**src/rtl/coffee_order_controller.sv**
```systemverilog
// Coffee machine order controller: collects coins, latches the drink choice,
// checks credit against price, times the brew and pays out change or a refund.
module coffee_order_controller #(
  parameter int unsigned PRICE_ESPRESSO   = 3,
  parameter int unsigned PRICE_MILK       = 4,
  parameter int unsigned PRICE_CAPPUCCINO = 5,
  parameter int unsigned PRICE_MOCACCINO  = 7,
  parameter int unsigned BREW_CYCLES      = 8
) (
  input  logic       clk,
  input  logic       rst,
  input  logic       coin_valid,
  input  logic       select_valid,
  input  logic [2:0] coffee_type,
  input  logic       cancel,
  output logic [3:0] total_coins,
  output logic       dispensing,
  output logic       change_valid,
  output logic [3:0] change,
  output logic       coin_reject,
  output logic       select_error,
  output logic [2:0] state
);

  localparam logic [2:0] S_IDLE    = 3'd0;
  localparam logic [2:0] S_COLLECT = 3'd1;
  localparam logic [2:0] S_CHECK   = 3'd2;
  localparam logic [2:0] S_BREW    = 3'd3;
  localparam logic [2:0] S_PAYOUT  = 3'd4;

  localparam logic [3:0] P_ESPRESSO   = 4'(PRICE_ESPRESSO);
  localparam logic [3:0] P_MILK       = 4'(PRICE_MILK);
  localparam logic [3:0] P_CAPPUCCINO = 4'(PRICE_CAPPUCCINO);
  localparam logic [3:0] P_MOCACCINO  = 4'(PRICE_MOCACCINO);
  localparam logic [7:0] BREW_LOAD    = 8'(BREW_CYCLES);
  localparam logic [3:0] CREDIT_MAX   = 4'd15;

  logic [2:0] r_state;
  logic [3:0] r_total;
  logic [1:0] r_type;
  logic [3:0] r_change_reg;
  logic [7:0] r_timer;
  logic       r_dispensing;
  logic       r_change_valid;
  logic [3:0] r_change;
  logic       r_coin_reject;
  logic       r_select_error;

  logic [2:0] w_state;
  logic [3:0] w_total;
  logic [1:0] w_type;
  logic [3:0] w_change_reg;
  logic [7:0] w_timer;
  logic       w_dispensing;
  logic       w_change_valid;
  logic [3:0] w_change;
  logic       w_coin_reject;
  logic       w_select_error;
  logic [3:0] w_price;
  logic       w_type_legal;

  assign w_type_legal = ~coffee_type[2];

  always_comb begin
    case (r_type)
      2'd0: w_price = P_ESPRESSO;
      2'd1: w_price = P_MILK;
      2'd2: w_price = P_CAPPUCCINO;
      2'd3: w_price = P_MOCACCINO;
    endcase
  end

  always_comb begin
    // NOTE: every signal gets a default before the case so no path leaves it unassigned (no latches).
    w_state        = r_state;
    w_total        = r_total;
    w_type         = r_type;
    w_change_reg   = r_change_reg;
    w_timer        = r_timer;
    w_dispensing   = 1'b0;
    w_change_valid = 1'b0;
    w_change       = r_change;
    w_coin_reject  = 1'b0;
    w_select_error = 1'b0;

    case (r_state)
      S_IDLE: begin
        // A select consumes the cycle, so a coincident coin is turned away.
        if (select_valid) begin
          w_select_error = 1'b1;
          w_coin_reject  = coin_valid;
        end else if (coin_valid) begin
          w_total = 4'd1;
          w_state = S_COLLECT;
        end
      end
      S_COLLECT: begin
        if (cancel) begin
          w_change       = r_total;
          w_change_valid = 1'b1;
          w_total        = 4'd0;
          w_coin_reject  = coin_valid;
          w_state        = S_PAYOUT;
        end else if (select_valid) begin
          w_coin_reject = coin_valid;
          if (w_type_legal) begin
            w_type  = coffee_type[1:0];
            w_state = S_CHECK;
          end else begin
            w_select_error = 1'b1;
          end
        end else if (coin_valid) begin
          if (r_total == CREDIT_MAX) w_coin_reject = 1'b1;
          else                       w_total       = r_total + 4'd1;
        end
      end
      S_CHECK: begin
        w_coin_reject = coin_valid;
        if (r_total >= w_price) begin
          w_change_reg = r_total - w_price;
          w_timer      = BREW_LOAD;
          w_dispensing = 1'b1;
          w_state      = S_BREW;
        end else begin
          w_select_error = 1'b1;
          w_state        = S_COLLECT;
        end
      end
      S_BREW: begin
        w_coin_reject = coin_valid;
        w_timer       = r_timer - 8'd1;
        // Payout is registered on the edge the timer expires, so dispensing spans exactly BREW_CYCLES.
        if (r_timer <= 8'd1) begin
          w_change       = r_change_reg;
          w_change_valid = 1'b1;
          w_total        = 4'd0;
          w_state        = S_PAYOUT;
        end else begin
          w_dispensing = 1'b1;
        end
      end
      S_PAYOUT: begin
        w_coin_reject = coin_valid;
        w_state       = S_IDLE;
      end
      default: w_state = S_IDLE;
    endcase
  end

  always_ff @(posedge clk or posedge rst) begin
    if (rst) begin
      r_state        <= S_IDLE;
      r_total        <= 4'd0;
      r_type         <= 2'd0;
      r_change_reg   <= 4'd0;
      r_timer        <= 8'd0;
      r_dispensing   <= 1'b0;
      r_change_valid <= 1'b0;
      r_change       <= 4'd0;
      r_coin_reject  <= 1'b0;
      r_select_error <= 1'b0;
    end else begin
      // NOTE: non-blocking assignments so every register samples the pre-edge values.
      r_state        <= w_state;
      r_total        <= w_total;
      r_type         <= w_type;
      r_change_reg   <= w_change_reg;
      r_timer        <= w_timer;
      r_dispensing   <= w_dispensing;
      r_change_valid <= w_change_valid;
      r_change       <= w_change;
      r_coin_reject  <= w_coin_reject;
      r_select_error <= w_select_error;
    end
  end

  assign state        = r_state;
  assign total_coins  = r_total;
  assign dispensing   = r_dispensing;
  assign change_valid = r_change_valid;
  assign change       = r_change;
  assign coin_reject  = r_coin_reject;
  assign select_error = r_select_error;

endmodule

```
**config.mk**
```make
export PLATFORM = sky130hd
export DESIGN_NAME = coffee_order_controller
export DESIGN_NICKNAME = d
export VERILOG_FILES = /design/src/rtl/coffee_order_controller.sv
export SDC_FILE = /design/constraint.sdc
export NUM_CORES = 1
export LEC_CHECK = 0
export ABC_AREA = 1
export CAP_MARGIN = 20
export CORE_ASPECT_RATIO = 0.8
export CORE_MARGIN = 10
export CORE_UTILIZATION = 55
export DETAILED_ROUTE_END_ITERATION = 6
export PLACE_DENSITY = 0.8
export SLEW_MARGIN = 20
export SYNTH_ARGS = -nofsm -noshare
export SYNTH_HDL_FRONTEND = slang
export SYNTH_SLANG_ARGS = --single-unit
```
**constraint.sdc**
```tcl
create_clock -name clk -period 2.4 [get_ports clk]
set_clock_uncertainty 0.05 [all_clocks]
set_input_delay 0.36 -clock clk [delete_from_list [all_inputs] [get_ports clk]]
set_output_delay 0.36 -clock clk [all_outputs]
set_load 0.01 [all_outputs]
```
---- Word level (Yosys, flattened, before mapping) ----
Cells that the tools add are included.
cells by class
  add/subtract/negate cells ............... 3
  multipliers ............................. 0
  divide/modulo/power cells ............... 0
  magnitude comparators ................... 2
  equality and inequality tests ........... 18
  shift operators ......................... 0
  muxes and demuxes ....................... 40
  bitwise logic cells ..................... 2
  reduce and logical (&&, ||, !) cells .... 12
operators with widths
  kind                                                             number
  two-way mux 4 bit                                                9
  two-way mux 3 bit                                                6
  one-hot mux 4 bit (4 select lines)                               1
  one-hot mux 8 bit (2 select lines)                               1
  != test 3 bit (second input constant)                            5
  two-way mux 1 bit                                                14
  one-hot mux 3 bit (4 select lines)                               1
  one-hot mux 4 bit (3 select lines)                               1
  != test 2 bit (second input constant)                            5
  less-or-equal comparator 8 x 1 -> 1 bit (second input constant)  1
  two-way mux 8 bit                                                1
  one-hot mux 4 bit (2 select lines)                               1
  subtractor 8 x 1 -> 8 bit (second input constant)                1
  AND reduction 7 bit                                              1
  == test 3 x 2 -> 1 bit (second input constant)                   2
  one-hot mux 1 bit (3 select lines)                               2
  AND reduction 5 bit                                              1
  adder 4 x 1 -> 4 bit (second input constant)                     1
  == test 2 bit (second input constant)                            2
  == test 4 bit (second input constant)                            1
  greater-or-equal comparator 4 bit                                1
  one-hot mux 1 bit (2 select lines)                               2
  AND reduction 2 bit                                              2
  AND reduction 4 bit                                              1
  12 further kinds                                                 14
storage, ports and cells
  flip-flop bits (word level) ............. 29
  latch bits .............................. 0
  bits in writable memories ............... 0
  memory bits (read-only) ................. 0
  output and inout port bits .............. 15
  logic and storage cells ................. 87
  memories ................................ 0

---- Logic depth before layout (Yosys ltp) ----
  depth after elaboration ................. 6
  gate-level depth with buffers ........... 12

---- Worst setup path before layout ----
Ideal clock, no wire load.
  kind .................................... register to register
  from .................................... register r_type[0]
  to ...................................... register r_change_reg[2]
  library setup time ...................... 0.126 ns
  arrival time ............................ 1.734 ns
  required time ........................... 2.224 ns
  setup slack ............................. 0.490 ns
  cell stages (with the launch flop) ...... 12
  path buffers ............................ 0
  period minus slack after synthesis ...... 1.910 ns
  path through ............................ dfrtp_1 > ha_1 > inv_1 > ha_1 > inv_1 > fa_1 > nand2_1 > nand3_1 > nand3_1 > inv_1 > nand3_1 > o21ai_0
on the way
  cells in the longest elaborated chain, start to end .. 4
  elaborated cells between the ends (all ways) .. 8
  classes of those cells .................. add/sub: 1; order compare: 1; eq/ne: 3; mux: 1; reduce/logical: 2
ends and longest elaborated chain
  element                                      RTL line  text
  from (decl)                                  40        logic [1:0] r_type;
  from (signal assigned)                       166       r_type <= w_type;
  == test 2 bit, or another cell as far along  65        case (r_type)
  one-hot mux 4 bit (4 select lines) *         65
  greater-or-equal comparator 4 bit            119       if (r_total >= w_price) begin
  AND reduction 2 bit (no source line)         -
  to (signal assigned)                         167       r_change_reg <= w_change_reg;
  to (decl)                                    41        logic [3:0] r_change_reg;
Every way passes the cells marked *; elsewhere a longest branch is shown, timed or not. The select of a mux whose other input is x is not followed.
A chain may end at the register's enable or synchronous reset.

---- Worst setup path in the final report ----
Ends and elaborated chain as after synthesis.

==> impl_metrics.ini <==
[clocking]
tritoncts = built
clock_tree.htree_level_count = 2
numCtsBuffers = 5
worst_setup_hold_path_clk_slew_ps = 60
max-clock-path-buffers = 2
post_cts.resized_instances = 0
clock_tree_sinks = 29
root_buffer_cell = sky130_fd_sc_hd__clkbuf_8
cts_setup_buffers = 0
cts_hold_buffers_added = 0
latest_clock_arrival_within_the_worst_skew_pair_ps = 290

[sta]
timing.final.crit_period_ps = 2063
worstMarginPinSlew_ps = 362.5
rsz_0062_raised_after_global_routing = false
final_max_slew_viol_count = 0
final-hold-violation-count = 0
achievable-frequency_ghz = 0.4847
post-route-period-util_pct = 85.97
totalNegativeSetupSlack_ps = 0
setup-violations-final = 0
worst_slew_margin_rel_pct = 75.83

[routing]
drt_iter0_markers = 157
post_detailed_routing_wire_length_mm = 3.879
drt_first_pass_iters = 4
drt.antenna.violating_nets = 0
num_vias = 1555
drt-vias-per-instance = 5.201
wl_per_cell_um = 12.97
drc_errors = 0

[synth]
synthesis.yosys.warnings = 0
synth_async_sr_flop_share_pct = 100.0
synth.top_cells.by_count = sky130_fd_sc_hd__nand2_1 (60), sky130_fd_sc_hd__inv_1 (30), sky130_fd_sc_hd__dfrtp_1 (29), sky130_fd_sc_hd__nand3_1 (25), sky130_fd_sc_hd__nor2_1 (19)
synth_edf_count = 0
ys_types = 27
postSynthAreaPerCell_um2 = 7.715
synthesis.area_um2 = 1767
netlist_instances = 229
yosys_register_bits = 29
yosys_most_used_dff = sky130_fd_sc_hd__dfrtp_1
synth_area_leaders = sky130_fd_sc_hd__dfrtp_1 (41%), sky130_fd_sc_hd__nand2_1 (13%), sky130_fd_sc_hd__nand3_1 (7.1%)
synth.most_common_cell = sky130_fd_sc_hd__nand2_1
synth.largest_area_cell = sky130_fd_sc_hd__dfrtp_1
synth_top_area_share_pct = 41.08
synth.net_count = 246
synth-seq-area-share_pct = 41.08

[floorplan]
die_h_um = 70.69
io_pins = 23
die_w_um = 83.37
core-area_um2 = 3085
rows = 18
full_die_area_um2 = 5893
initial_util_pct = 57.26

[global_route]
grt_first_pass_wirelength_mm = 6.810
grt.total_usage_pct = 13.93
gr-max-usage-layer = met2
grt_max_degree = 30
global_route.overflow_total = 0
antenna_violations_before_repair = 0
use_met3_pct = 4.005
use_met2_pct = 19.78
gr-usage-met1_pct = 18.42
first_global_vias = 1490

[setup_path]
worstReg2RegStart = r_type[0]$_DFFE_PP0P_
critical_path.startpoint = r_type[0]$_DFFE_PP0P_
critical_path_class = flip-flop to flip-flop
setup.worst_path.end_class = flip-flop
crit_path_start_kind = flip-flop
worstPathArrival_ps = 2190
worst-endpoint-required_ps = 2520
crit_fanout = 8

[layout]
filler_cell_count = 259
areaGrowthSynthToFinish_pct = 20.40
post_route_cells_drive_above_1_share_pct = 10.04
finalNetCount = 276
antenna_cells_inserted = 0
regArea_um2 = 725.7
largest_register_ffs = 8
max_flop_register = r_timer
layout.cells.non_filler = 299
multi_input_gate_area_um2 = 902.1

[power_and_ir_drop]
vdd_drop_max_mv = 0.6969
cellPowerDensity_nw_per_um2 = 1224
p_leak_nw = 1.123

[flow_run]
max_cap_viol_count = 0

[placement]
numPortBuffers = 22
routabilityCongestion = 0.8645
place_inst = 292
dp_hpwl_mm = 3.041

[min_path]
worstHoldPathType = primary input to asynchronous set/reset pin

[status]
run_status = completed
[stage by stage]
step	cell area, µm²	power [mW]	hold slack [ps]	setup WS (ps)	utilization [%]
3_5_place_dp	2041	2.200	425.9	339.1	66.14
4_1_cts	2127	2.615	410.4	336.7	68.94
5_1_grt	2127	2.847	445.8	81.35	68.94
6_report	2127	2.603	393.2	336.8	68.94
2_1_floorplan	1767	1.788	388.1	490.1	-
3_3_place_gp	2041	2.173	422.7	409.6	66.14
[cell type report]
cell class | count | share of cell area [%]
flip-flops and latches | 29 | 34.12
multi-input cells | 165 | 42.41
repair buffers | 24 | 11.06
clock buffers | 7 | 4.059
well taps | 40 | 2.353
inverters | 34 | 6.000
[layout by cell type, fill, tap and decap left out, types with 3 or more instances in the layout]
cell                               n
sky130_fd_sc_hd__nor2_4            5
sky130_fd_sc_hd__ha_1              8
sky130_fd_sc_hd__nand2_2           3
sky130_fd_sc_hd__xor2_1            3
sky130_fd_sc_hd__o21bai_1          4
sky130_fd_sc_hd__nand3_1          25
sky130_fd_sc_hd__o21ai_0          16
sky130_fd_sc_hd__inv_2             4
sky130_fd_sc_hd__a21oi_1           3
sky130_fd_sc_hd__inv_1            30
sky130_fd_sc_hd__clkbuf_8          6
sky130_fd_sc_hd__dfrtp_1          29
sky130_fd_sc_hd__nand2_1          60
sky130_fd_sc_hd__clkdlybuf4s50_1  22
sky130_fd_sc_hd__o22ai_1           3
sky130_fd_sc_hd__nor2_1           19
[worst max-delay path, cell delays in order (launching register included)]
cell and delay, ps:
sky130_fd_sc_hd__dfrtp_1 380, sky130_fd_sc_hd__ha_1 190, sky130_fd_sc_hd__inv_1 50, sky130_fd_sc_hd__ha_1 130, sky130_fd_sc_hd__inv_1 60, sky130_fd_sc_hd__fa_1 370
sky130_fd_sc_hd__nand2_1 90, sky130_fd_sc_hd__nand3_1 140, sky130_fd_sc_hd__nand3_1 230, sky130_fd_sc_hd__inv_1 110, sky130_fd_sc_hd__nand3_1 70, sky130_fd_sc_hd__o21ai_0 70
[layer usage]
| metal | up-vias | share of wire, % |
|---|---|---|
| met2 | 57 | 40 |
| met4 | 0 | 2.2 |
| met1 | 693 | 49 |
| met3 | 10 | 8.8 |
| met5 | - | 0 |
| li1 | 795 | - |
[logic make-up (layout without fill, tap and decap cells)]
logic type	count (synthesis)	count (layout)	share of synthesized area, %
AND/OR/NAND/NOR	121	121	32.22
buffers and inverters	35	65	7.861
AO/OA/AOI/OAI	31	31	10.06
flip-flops	29	29	41.08
adder cells (fa/ha/maj)	9	9	6.799
XOR/XNOR	4	4	1.983
[power breakdown]
part           switching [mW]  total [mW]  leakage, nW  internal [mW]
logic                   0.801        1.36        0.699          0.556
clock network           0.184       0.411       0.0443          0.227
registers               0.168       0.835        0.380          0.668
total                    1.15        2.60         1.12           1.45
[final timing paths]
kind,slack [ps],endpoint,cells after the start
max,340,r_change_reg[2]$_DFFE_PP0P_,11
min reg2reg,440,r_change_reg[3]$_DFFE_PP0P_,2
min,390,r_timer[7]$_DFFE_PP0P_,3
min in group clk,440,r_change_reg[3]$_DFFE_PP0P_,2
max in group asynchronous,1640,total_coins[3]$_DFFE_PP0P_,3
max reg2reg,340,r_change_reg[2]$_DFFE_PP0P_,11
(Power assumes the default switching activity.)
